[src/rtl/alu_issue_ctrl_if.sv]
// ---------------------------------------------------------------------------
// alu_issue_ctrl_if
//
// Bundles every handshake and bus signal of alu_issue_ctrl:
//   request side  : req_valid/req_ready, opcode, funct3, funct7, rs1_data,
//                   rs2_data, imm
//   ALU side      : alu_control, alu_inp1, alu_inp2 (to ALU),
//                   alu_result, alu_zeroflag (from ALU)
//   response side : rsp_valid/rsp_ready, rsp_result, rsp_branch_taken,
//                   rsp_illegal
//   status        : op_count
//
// The master modport is the controller's view. The slave modport is the view
// of its surroundings: decode stage, ALU and response consumer.
// ---------------------------------------------------------------------------
interface alu_issue_ctrl_if;
    logic        req_valid;
    logic        req_ready;
    logic [6:0]  opcode;
    logic [2:0]  funct3;
    logic [6:0]  funct7;
    logic [31:0] rs1_data;
    logic [31:0] rs2_data;
    logic [31:0] imm;

    logic [3:0]  alu_control;
    logic [31:0] alu_inp1;
    logic [31:0] alu_inp2;
    logic [31:0] alu_result;
    logic        alu_zeroflag;

    logic        rsp_valid;
    logic        rsp_ready;
    logic [31:0] rsp_result;
    logic        rsp_branch_taken;
    logic        rsp_illegal;

    logic [31:0] op_count;

    modport master (
        input  req_valid, opcode, funct3, funct7, rs1_data, rs2_data, imm,
        input  alu_result, alu_zeroflag,
        input  rsp_ready,
        output req_ready,
        output alu_control, alu_inp1, alu_inp2,
        output rsp_valid, rsp_result, rsp_branch_taken, rsp_illegal,
        output op_count
    );

    modport slave (
        output req_valid, opcode, funct3, funct7, rs1_data, rs2_data, imm,
        output alu_result, alu_zeroflag,
        output rsp_ready,
        input  req_ready,
        input  alu_control, alu_inp1, alu_inp2,
        input  rsp_valid, rsp_result, rsp_branch_taken, rsp_illegal,
        input  op_count
    );
endinterface

[src/rtl/alu_issue_ctrl.sv]
// ---------------------------------------------------------------------------
// alu_issue_ctrl
//
// Multi-cycle issue controller in front of the execute-stage ALU. It accepts
// one decoded instruction per request handshake, decodes the 4-bit ALU
// operation, registers the operands onto the ALU inputs, and captures the
// ALU result and zero flag one cycle later. The response carries the result,
// the branch decision and an illegal-encoding flag.
//
// Ports:
//   clk    rising-edge clock
//   reset  asynchronous, active-high reset
//   bus    alu_issue_ctrl_if.master: request handshake + fields, ALU
//          operands/op out and result/zero flag in, response handshake +
//          fields, completed-response counter op_count
//
// Sequencing: IDLE -> EXEC -> RESP for legal ops (3 cycles minimum),
//             IDLE -> RESP for illegal ops (2 cycles minimum).
// All outputs are registered or decoded from the state register only, so no
// input reaches an output combinationally.
// ---------------------------------------------------------------------------
module alu_issue_ctrl (
    input  logic              clk,
    input  logic              reset,
    alu_issue_ctrl_if.master  bus
);

    typedef enum logic [1:0] {
        ST_IDLE = 2'd0,
        ST_EXEC = 2'd1,
        ST_RESP = 2'd2
    } state_e;

    typedef enum logic [1:0] {
        BR_NONE = 2'd0,
        BR_EQ   = 2'd1,
        BR_NE   = 2'd2
    } br_kind_e;

    localparam logic [3:0] ALU_AND = 4'b0011;
    localparam logic [3:0] ALU_OR  = 4'b0001;
    localparam logic [3:0] ALU_ADD = 4'b0010;
    localparam logic [3:0] ALU_SUB = 4'b0100;

    localparam logic [6:0] OP_RTYPE  = 7'b0110011;
    localparam logic [6:0] OP_ITYPE  = 7'b0010011;
    localparam logic [6:0] OP_LOAD   = 7'b0000011;
    localparam logic [6:0] OP_STORE  = 7'b0100011;
    localparam logic [6:0] OP_BRANCH = 7'b1100011;

    localparam logic [6:0] F7_BASE = 7'b0000000;
    localparam logic [6:0] F7_ALT  = 7'b0100000;

    localparam logic [2:0] F3_ADD = 3'b000;
    localparam logic [2:0] F3_OR  = 3'b110;
    localparam logic [2:0] F3_AND = 3'b111;
    localparam logic [2:0] F3_BEQ = 3'b000;
    localparam logic [2:0] F3_BNE = 3'b001;

    // -----------------------------------------------------------------------
    // Registered state
    // -----------------------------------------------------------------------
    state_e      state_q,            state_d;
    logic [3:0]  alu_control_q,      alu_control_d;
    logic [31:0] alu_inp1_q,         alu_inp1_d;
    logic [31:0] alu_inp2_q,         alu_inp2_d;
    br_kind_e    br_kind_q,          br_kind_d;
    logic [31:0] rsp_result_q,       rsp_result_d;
    logic        rsp_branch_taken_q, rsp_branch_taken_d;
    logic        rsp_illegal_q,      rsp_illegal_d;
    logic [31:0] op_count_q,         op_count_d;

    // -----------------------------------------------------------------------
    // Instruction decode, only consumed while IDLE accepts a request
    // -----------------------------------------------------------------------
    logic        dec_legal;
    logic [3:0]  dec_alu_op;
    logic        dec_use_imm;
    br_kind_e    dec_br_kind;

    // NOTE: every signal assigned in an always_comb gets a default at the top
    // of the block; any path that skips an assignment would infer a latch.
    always_comb begin
        dec_legal   = 1'b0;
        dec_alu_op  = ALU_ADD;
        dec_use_imm = 1'b0;
        dec_br_kind = BR_NONE;

        case (bus.opcode)
            OP_RTYPE: begin
                case ({bus.funct7, bus.funct3})
                    {F7_BASE, F3_ADD}: begin dec_legal = 1'b1; dec_alu_op = ALU_ADD; end
                    {F7_ALT,  F3_ADD}: begin dec_legal = 1'b1; dec_alu_op = ALU_SUB; end
                    {F7_BASE, F3_AND}: begin dec_legal = 1'b1; dec_alu_op = ALU_AND; end
                    {F7_BASE, F3_OR }: begin dec_legal = 1'b1; dec_alu_op = ALU_OR;  end
                    default: ;
                endcase
            end

            // funct7 carries immediate bits here and is deliberately ignored.
            OP_ITYPE: begin
                dec_use_imm = 1'b1;
                case (bus.funct3)
                    F3_ADD:  begin dec_legal = 1'b1; dec_alu_op = ALU_ADD; end
                    F3_AND:  begin dec_legal = 1'b1; dec_alu_op = ALU_AND; end
                    F3_OR:   begin dec_legal = 1'b1; dec_alu_op = ALU_OR;  end
                    default: ;
                endcase
            end

            // Address generation: funct3 only selects access width downstream.
            OP_LOAD, OP_STORE: begin
                dec_legal   = 1'b1;
                dec_alu_op  = ALU_ADD;
                dec_use_imm = 1'b1;
            end

            // Branches compare by subtraction; the ALU zero flag decides.
            OP_BRANCH: begin
                dec_alu_op = ALU_SUB;
                case (bus.funct3)
                    F3_BEQ:  begin dec_legal = 1'b1; dec_br_kind = BR_EQ; end
                    F3_BNE:  begin dec_legal = 1'b1; dec_br_kind = BR_NE; end
                    default: ;
                endcase
            end

            default: ;
        endcase
    end

    // -----------------------------------------------------------------------
    // Next-state and datapath updates
    // -----------------------------------------------------------------------
    always_comb begin
        state_d            = state_q;
        alu_control_d      = alu_control_q;
        alu_inp1_d         = alu_inp1_q;
        alu_inp2_d         = alu_inp2_q;
        br_kind_d          = br_kind_q;
        rsp_result_d       = rsp_result_q;
        rsp_branch_taken_d = rsp_branch_taken_q;
        rsp_illegal_d      = rsp_illegal_q;
        op_count_d         = op_count_q;

        case (state_q)
            ST_IDLE: begin
                if (bus.req_valid) begin
                    if (dec_legal) begin
                        state_d       = ST_EXEC;
                        alu_control_d = dec_alu_op;
                        alu_inp1_d    = bus.rs1_data;
                        alu_inp2_d    = dec_use_imm ? bus.imm : bus.rs2_data;
                        br_kind_d     = dec_br_kind;
                    end else begin
                        // Skip the ALU cycle; the ALU inputs keep whatever
                        // the last legal op left there.
                        state_d            = ST_RESP;
                        rsp_result_d       = '0;
                        rsp_branch_taken_d = 1'b0;
                        rsp_illegal_d      = 1'b1;
                    end
                end
            end

            // The ALU has had a full cycle on the registered operands.
            ST_EXEC: begin
                state_d       = ST_RESP;
                rsp_result_d  = bus.alu_result;
                rsp_illegal_d = 1'b0;
                case (br_kind_q)
                    BR_EQ:   rsp_branch_taken_d = bus.alu_zeroflag;
                    BR_NE:   rsp_branch_taken_d = ~bus.alu_zeroflag;
                    default: rsp_branch_taken_d = 1'b0;
                endcase
            end

            ST_RESP: begin
                if (bus.rsp_ready) begin
                    state_d    = ST_IDLE;
                    op_count_d = op_count_q + 32'd1;
                end
            end

            default: state_d = ST_IDLE;
        endcase
    end

    // NOTE: sequential state uses non-blocking assignments so every flop
    // samples its _d value from before the edge, independent of block order.
    always_ff @(posedge clk or posedge reset) begin
        if (reset) begin
            state_q            <= ST_IDLE;
            alu_control_q      <= 4'b0000;
            alu_inp1_q         <= '0;
            alu_inp2_q         <= '0;
            br_kind_q          <= BR_NONE;
            rsp_result_q       <= '0;
            rsp_branch_taken_q <= 1'b0;
            rsp_illegal_q      <= 1'b0;
            op_count_q         <= '0;
        end else begin
            state_q            <= state_d;
            alu_control_q      <= alu_control_d;
            alu_inp1_q         <= alu_inp1_d;
            alu_inp2_q         <= alu_inp2_d;
            br_kind_q          <= br_kind_d;
            rsp_result_q       <= rsp_result_d;
            rsp_branch_taken_q <= rsp_branch_taken_d;
            rsp_illegal_q      <= rsp_illegal_d;
            op_count_q         <= op_count_d;
        end
    end

    // -----------------------------------------------------------------------
    // Outputs: handshakes decode the state register, the rest are flops
    // -----------------------------------------------------------------------
    assign bus.req_ready        = (state_q == ST_IDLE);
    assign bus.rsp_valid        = (state_q == ST_RESP);
    assign bus.alu_control      = alu_control_q;
    assign bus.alu_inp1         = alu_inp1_q;
    assign bus.alu_inp2         = alu_inp2_q;
    assign bus.rsp_result       = rsp_result_q;
    assign bus.rsp_branch_taken = rsp_branch_taken_q;
    assign bus.rsp_illegal      = rsp_illegal_q;
    assign bus.op_count         = op_count_q;

endmodule

[src/flat_wrapper.sv]
// flat-port wrapper written by rule: the top's interface ports become plain ports
module alu_issue_ctrl_flat 
  (clk, reset, bus_req_valid, bus_opcode, bus_funct3, bus_funct7, bus_rs1_data, bus_rs2_data, bus_imm, bus_alu_result, bus_alu_zeroflag, bus_rsp_ready, bus_req_ready, bus_alu_control, bus_alu_inp1, bus_alu_inp2, bus_rsp_valid, bus_rsp_result, bus_rsp_branch_taken, bus_rsp_illegal, bus_op_count);
  alu_issue_ctrl_if bus_i ();
  input  logic clk;
  input  logic reset;
  input wire logic [$bits(bus_i.req_valid)-1:0] bus_req_valid;
  input wire logic [$bits(bus_i.opcode)-1:0] bus_opcode;
  input wire logic [$bits(bus_i.funct3)-1:0] bus_funct3;
  input wire logic [$bits(bus_i.funct7)-1:0] bus_funct7;
  input wire logic [$bits(bus_i.rs1_data)-1:0] bus_rs1_data;
  input wire logic [$bits(bus_i.rs2_data)-1:0] bus_rs2_data;
  input wire logic [$bits(bus_i.imm)-1:0] bus_imm;
  input wire logic [$bits(bus_i.alu_result)-1:0] bus_alu_result;
  input wire logic [$bits(bus_i.alu_zeroflag)-1:0] bus_alu_zeroflag;
  input wire logic [$bits(bus_i.rsp_ready)-1:0] bus_rsp_ready;
  output wire logic [$bits(bus_i.req_ready)-1:0] bus_req_ready;
  output wire logic [$bits(bus_i.alu_control)-1:0] bus_alu_control;
  output wire logic [$bits(bus_i.alu_inp1)-1:0] bus_alu_inp1;
  output wire logic [$bits(bus_i.alu_inp2)-1:0] bus_alu_inp2;
  output wire logic [$bits(bus_i.rsp_valid)-1:0] bus_rsp_valid;
  output wire logic [$bits(bus_i.rsp_result)-1:0] bus_rsp_result;
  output wire logic [$bits(bus_i.rsp_branch_taken)-1:0] bus_rsp_branch_taken;
  output wire logic [$bits(bus_i.rsp_illegal)-1:0] bus_rsp_illegal;
  output wire logic [$bits(bus_i.op_count)-1:0] bus_op_count;
  assign bus_i.req_valid = bus_req_valid;
  assign bus_i.opcode = bus_opcode;
  assign bus_i.funct3 = bus_funct3;
  assign bus_i.funct7 = bus_funct7;
  assign bus_i.rs1_data = bus_rs1_data;
  assign bus_i.rs2_data = bus_rs2_data;
  assign bus_i.imm = bus_imm;
  assign bus_i.alu_result = bus_alu_result;
  assign bus_i.alu_zeroflag = bus_alu_zeroflag;
  assign bus_i.rsp_ready = bus_rsp_ready;
  assign bus_req_ready = bus_i.req_ready;
  assign bus_alu_control = bus_i.alu_control;
  assign bus_alu_inp1 = bus_i.alu_inp1;
  assign bus_alu_inp2 = bus_i.alu_inp2;
  assign bus_rsp_valid = bus_i.rsp_valid;
  assign bus_rsp_result = bus_i.rsp_result;
  assign bus_rsp_branch_taken = bus_i.rsp_branch_taken;
  assign bus_rsp_illegal = bus_i.rsp_illegal;
  assign bus_op_count = bus_i.op_count;
  alu_issue_ctrl u_core (.clk(clk), .reset(reset), .bus(bus_i));
endmodule
[config.mk]
export PLATFORM = sky130hd
export DESIGN_NAME = alu_issue_ctrl_flat
export DESIGN_NICKNAME = d
export VERILOG_FILES = /design/src/rtl/alu_issue_ctrl_if.sv /design/src/rtl/alu_issue_ctrl.sv /design/src/flat_wrapper.sv
export SDC_FILE = /design/constraint.sdc
export NUM_CORES = 1
export LEC_CHECK = 0
export BUFFER_PORTS_ARGS = -buffer_cell sky130_fd_sc_hd__buf_2
export CORE_UTILIZATION = 25
export DETAILED_ROUTE_END_ITERATION = 10
export PLACE_DENSITY_LB_ADDON = 0.12
export REMOVE_ABC_BUFFERS = 1
export SLEW_MARGIN = 20
export SYNTH_ARGS = -nofsm -noshare
export SYNTH_HDL_FRONTEND = slang
export SYNTH_SLANG_ARGS = --single-unit
[constraint.sdc]
create_clock -name clk -period 4.6 [get_ports clk]
set_input_delay 1.15 -clock clk [delete_from_list [all_inputs] [get_ports clk]]
set_output_delay 1.15 -clock clk [all_outputs]
set_load 0.03 [all_outputs]
# Word level (Yosys, flattened, before mapping)
# Cells that the tools add are included.
# op_classes
reduce_logical	13
bitwise	1
n_mux	25
eq_ne	18
n_addsub	1
# op_table
op	count
$mux 32	3
$pmux 32 s2	1
$add 32x1->32 const B	1
$eq 10x3->1 const B	2
$eq 7x6->1 const B	2
$pmux 4 s3	1
$eq 10x9->1 const B	1
$logic_not 10->1	1
$pmux 3 s3	1
$mux 1	8
$mux 2	4
$pmux 2 s2	2
$eq 7x2->1 const B	1
$eq 7x5->1 const B	1
$eq 7x7->1 const B	1
$eq 3x3->1 const B	2
$ne 2x2->1 const B	3
$pmux 1 s2	3
$pmux 2 s3	1
$reduce_and 3->1	2
$reduce_or 3->1	2
$eq 2x1->1 const B	2
$eq 2x2->1 const B	2
$pmux 1 s4	1
8 further kinds	10
# word_totals
in_bits	150
output_inout_bits	136
regBits	138
elab_cells	67

# Logic depth before layout (Yosys ltp)
# depth
word_depth	7
mapped_depth	7
depth_no_buf	6

# Least setup slack after synthesis
# Ideal clock, no wire load.
# synth_timing
kind	input -> register
start	input bus_funct7[0]
end	register u_core.alu_inp1_q[0] (netlist: u_core.bus.alu_inp1[0])
stages	7
arrival_time_ns	2.898
setup_time_ns	0.127
setup_slack_ns	1.575
path_buffers	2
required_ns	4.473
cell_sequence	or4_4 and4b_1 o31ai_2 a21oi_4 buf_4 buf_6 mux2_1
# synth_via
elab_chain_len	5
word_cells_on_any_way	8
cone_classes	eq/ne: 3; mux: 2; reduce/logical: 3
# synth_lines
element	line	rtl
from (decl)	flat_wrapper.sv:10	input wire logic [$bits(bus_i.funct7)-1:0] bus_funct7;
$eq 10x9->1, or another cell as far along	alu_issue_ctrl.sv:91	case ({bus.funct7, bus.funct3})
$reduce_or 4->1 (no line) (*)	-	
$mux 1 (*)	alu_issue_ctrl.sv:91	
$pmux 1 s4 (*)	alu_issue_ctrl.sv:89	case (bus.opcode)
$reduce_and 3->1 (no line) (*)	-	
to (signal assigned)	alu_issue_ctrl.sv:205	alu_inp1_q <= alu_inp1_d;
to (decl)	alu_issue_ctrl.sv:65	logic [31:0] alu_inp1_q, alu_inp1_d;
# Mark *: on every way between the ends. The rest lies on a longest branch, timed or not.
# A chain may end at the register's enable or synchronous reset.

# Worst setup path in the final report
# layout_timing
start	input bus_funct7[0]
end	register u_core.alu_inp2_q[28] (netlist: u_core.bus.alu_inp2[28])
# layout_via
elab_chain_len	5
word_cells_on_any_way	8
cone_classes	eq/ne: 3; mux: 2; reduce/logical: 3
# layout_lines
element	line	rtl
$eq 10x9->1, or another cell as far along	alu_issue_ctrl.sv:91	
$reduce_or 4->1 (no line) (*)	-	
$mux 1 (*)	alu_issue_ctrl.sv:91	
$pmux 1 s4 (*)	alu_issue_ctrl.sv:89	
$reduce_and 3->1 (no line) (*)	-	
to (signal assigned)	alu_issue_ctrl.sv:206	alu_inp2_q <= alu_inp2_d;
to (decl)	alu_issue_ctrl.sv:66	logic [31:0] alu_inp2_q, alu_inp2_d;
# Marked as above.

==> results.yml <==
global_route:
  track_usage: 0.133
  grt_overflow: 0
  grt_pass1_wl_mm: 25.2
  grt_pass1_vias: 4860
  grt_max_degree: 76
  antenna_found_initial: 1
power:
  power_density_nw_per_um2: 403
  max-vdd-ir-drop_v: 0.000201
  p_leak_nw: 4.38
logic_synthesis:
  synth.largest_area_cell: "dfrtp_1"
  synth_edf_count: 0
  yosys_warnings: 0
  netlist_area_um2: 6000
  synthFlopType: "dfrtp_1"
  ys_seq_area_frac: 0.571
  syn_inst: 500
  synthSimpleGateAreaFrac: 0.120
  async_reset_ff_frac: 1.00
  synthTopCellsByArea: "dfrtp_1, mux2_2, nand2_1, xnor2_1, mux2_1"
  netlist.area_leader.share: 0.571
  synth_fa_ha_area_frac: 0.00208
  synthMuxAreaShare: 0.191
  synth_compound_area_frac: 0.0471
  synth_top_family_by_area: "multiplexers"
  ys_seq_elements: 137
  synthXorXnorAreaFrac: 0.0452
  yosysUniqueCellTypes: 43
  avgSynthCellArea_um2: 12.0
floorplanning:
  die_w_um: 157
  die_h_um: 157
  start_util: 0.255
  io_pins: 286
  core_um2: 23500
  fp-row-count: 56
  die-area_um2: 24600
timing:
  drv_slew: 0
  rsz0062_at_grt: "no"
  fin_tns_setup_ns: 0
  fmax_mhz: 319
  min_period_ns: 3.14
  hold_viol: 0
  maxSlewHeadroom: 0.515
  period_share: 0.682
  fin_worst_skew_ns: 0.0111
  worstMarginPinSlew_ns: 0.726
  setup_viol: 0
worst_setup_path:
  r2r_slack_ns: 2.31
  crit_type: "in2reg"
  start_kind: "primary input"
  arrival_ns: 3.43
  r2r-start: "u_core.state_q[1]$_DFFE_PP0P_"
  required_ns: 4.89
  cp_max_fo: 59
  crit_end: "u_core.bus.alu_inp2[28]$_DFFE_PP0P_"
  r2r_cells: 5
  crit_start: "bus_funct7[0]"
  r2r_end: "u_core.bus.alu_inp2[28]$_DFFE_PP0P_"
  worstSetupEndpointType: "register"
clock_tree:
  holdBufCountCts: 0
  cts_setup_buffers: 0
  clkSinkCount: 137
  cts-resized-gates: 0
  path_clk_slew_ns: 0.06
  root_buffer: "clkbuf_16"
  htreeDepth: 4
  cts_buffers: 17
  clock_path_buffers: 2
  clk_latency_ns: 0.42
  cts_tree: "yes"
detailed_routing:
  wl_per_cell_um: 14.7
  vias: 4801
  drt-total-wl_mm: 16.4
  wl_met2_mm: 7.63
  dr.max_layer_used: "met4"
  drcViolationCount: 0
  drt_iter0_markers: 108
  route.met3.wl_mm: 1.62
  antenna_left: 0
  wl_met1_mm: 6.87
  dr.pass1.iters: 4
  vias_per_cell: 4.31
final_layout:
  nNetsFinal: 934
  final_layout_size_suffix_gt1_frac: 0.516
  design_area_um2: 8390
  nFillCells: 2422
  area_growth_pct: 39.8
placement:
  placedInstanceArea_um2: 7780
  numPortBuffers: 284
  dp_hpwl_mm: 12.1
  gp_congestion: 0.766
worst_hold_path:
  hp-class: "reg2reg"
flow_run:
  drv_cap: 0
run_status:
  outcome: "complete, no violations"
final cells by class:
| type | count | area (um2) | share of cell area |
|---|---|---|---|
| multi-input combinational | 334 | 2450 | 0.291 |
| clock inverter | 10 | 143 | 0.0170 |
| clock buffer | 21 | 470 | 0.0561 |
| inverter | 4 | 20.0 | 0.00239 |
| timing repair buffer | 289 | 1480 | 0.177 |
| sequential | 137 | 3430 | 0.408 |
| antenna | 1 | 2.50 | 0.000298 |
| tap | 319 | 399 | 0.0476 |
worst min-delay path by stage:
stage | from | to | slack [ns] | depth (start not counted)
after floorplan | u_core.br_kind_q[1]$_DFFE_PP0P_ | u_core.br_kind_q[1]$_DFFE_PP0P_ | 0.49 | 1
after global routing | u_core.bus.alu_inp1[18]$_DFFE_PP0P_ | u_core.bus.alu_inp1[18]$_DFFE_PP0P_ | 0.50 | 1
after detailed placement | u_core.bus.rsp_illegal$_DFFE_PP0P_ | u_core.bus.rsp_illegal$_DFFE_PP0P_ | 0.46 | 1
after global placement | u_core.bus.rsp_illegal$_DFFE_PP0P_ | u_core.bus.rsp_illegal$_DFFE_PP0P_ | 0.46 | 1
final | u_core.bus.rsp_illegal$_DFFE_PP0P_ | u_core.bus.rsp_illegal$_DFFE_PP0P_ | 0.47 | 1
after CTS | u_core.bus.rsp_illegal$_DFFE_PP0P_ | u_core.bus.rsp_illegal$_DFFE_PP0P_ | 0.47 | 1
stage by stage:
stage | total power, W | std cells | hold WS [ns] | worst slack [ns] | utilization
4_1_cts | 0.00344 | 1114 | 0.474 | 1.48 | 0.356
6_report | 0.00338 | 1115 | 0.473 | 1.46 | 0.357
5_1_grt | 0.00354 | 1114 | 0.500 | 1.36 | 0.356
2_1_floorplan | 0.00175 | 475 | 0.486 | -0.218 | -
3_5_place_dp | 0.00199 | 1083 | 0.461 | 1.05 | 0.330
3_3_place_gp | 0.00198 | 1083 | 0.460 | 1.10 | 0.330
per-layer routing:
| layer | track usage | vias to the layer above |
|---|---|---|
| met5 | 0 | - |
| met4 | 0.0467 | 0 |
| met3 | 0.0479 | 16 |
| met2 | 0.218 | 205 |
| met1 | 0.161 | 2285 |
| li1 | - | 2295 |
placed cells by master (no fill, tap or decap), types with 3 or more instances in the layout:
cell type	count
a21oi_1	37
and2_1	3
and3_1	8
buf_2	284
buf_4	3
bufinv_16	3
clkbuf_16	17
clkbuf_8	3
clkinv_4	3
dfrtp_1	137
inv_1	3
mux2_1	19
mux2_2	81
nand2_1	83
nand3_1	14
nand4_1	9
nor2_1	13
nor2b_1	4
nor4_1	3
xnor2_1	26
xor2_1	5
sequential cells by signal (all words and copies together) (netlist names):
name,count
u_core.bus.rsp_result,32
u_core.br_kind_q,2
u_core.state_q,2
u_core.bus.alu_inp2,32
u_core.bus.rsp_branch_taken,1
u_core.bus.alu_control,3
u_core.bus.rsp_illegal,1
u_core.bus.alu_inp1,32
u_core.bus.op_count,32
power breakdown:
group | internal, W | switching (W)
logic | 0.000214 | 0.000376
clock network | 0.000896 | 0.000523
registers | 0.00131 | 0.0000645
total | 0.00242 | 0.000963
kinds of logic (layout without fill, tap and decap cells):
group / after synthesis / in the layout
simple gates: 152 / 152
flops: 137 / 137
mux: 102 / 102
compound gates: 47 / 47
xor+xnor: 31 / 31
buf+inv: 29 / 324
fa+ha+maj: 1 / 1
other cells: 1 / 2
critical path, stage by stage:
cell and delay (ns):
buf_2 0.11, or4_4 0.55, and4b_1 0.32, o31ai_2 0.13, a21oi_4 0.38, buf_12 0.33, mux2_2 0.38
synthesized netlist by cell type, types with 2 or more instances:
library cell	n
nor2_1	13
nand4_1	9
mux2_1	19
nand2_1	83
a21oi_1	37
xnor2_1	26
dfrtp_1	137
clkbuf_1	16
buf_4	2
and2_1	3
mux2i_1	2
and4_1	2
nand3_1	14
nor2b_1	5
or2_2	2
buf_2	5
buf_6	2
inv_1	4
o2bb2ai_1	2
mux2_2	81
nor4_1	3
xor2_1	5
and3_1	8
(Power assumes the default switching activity.)
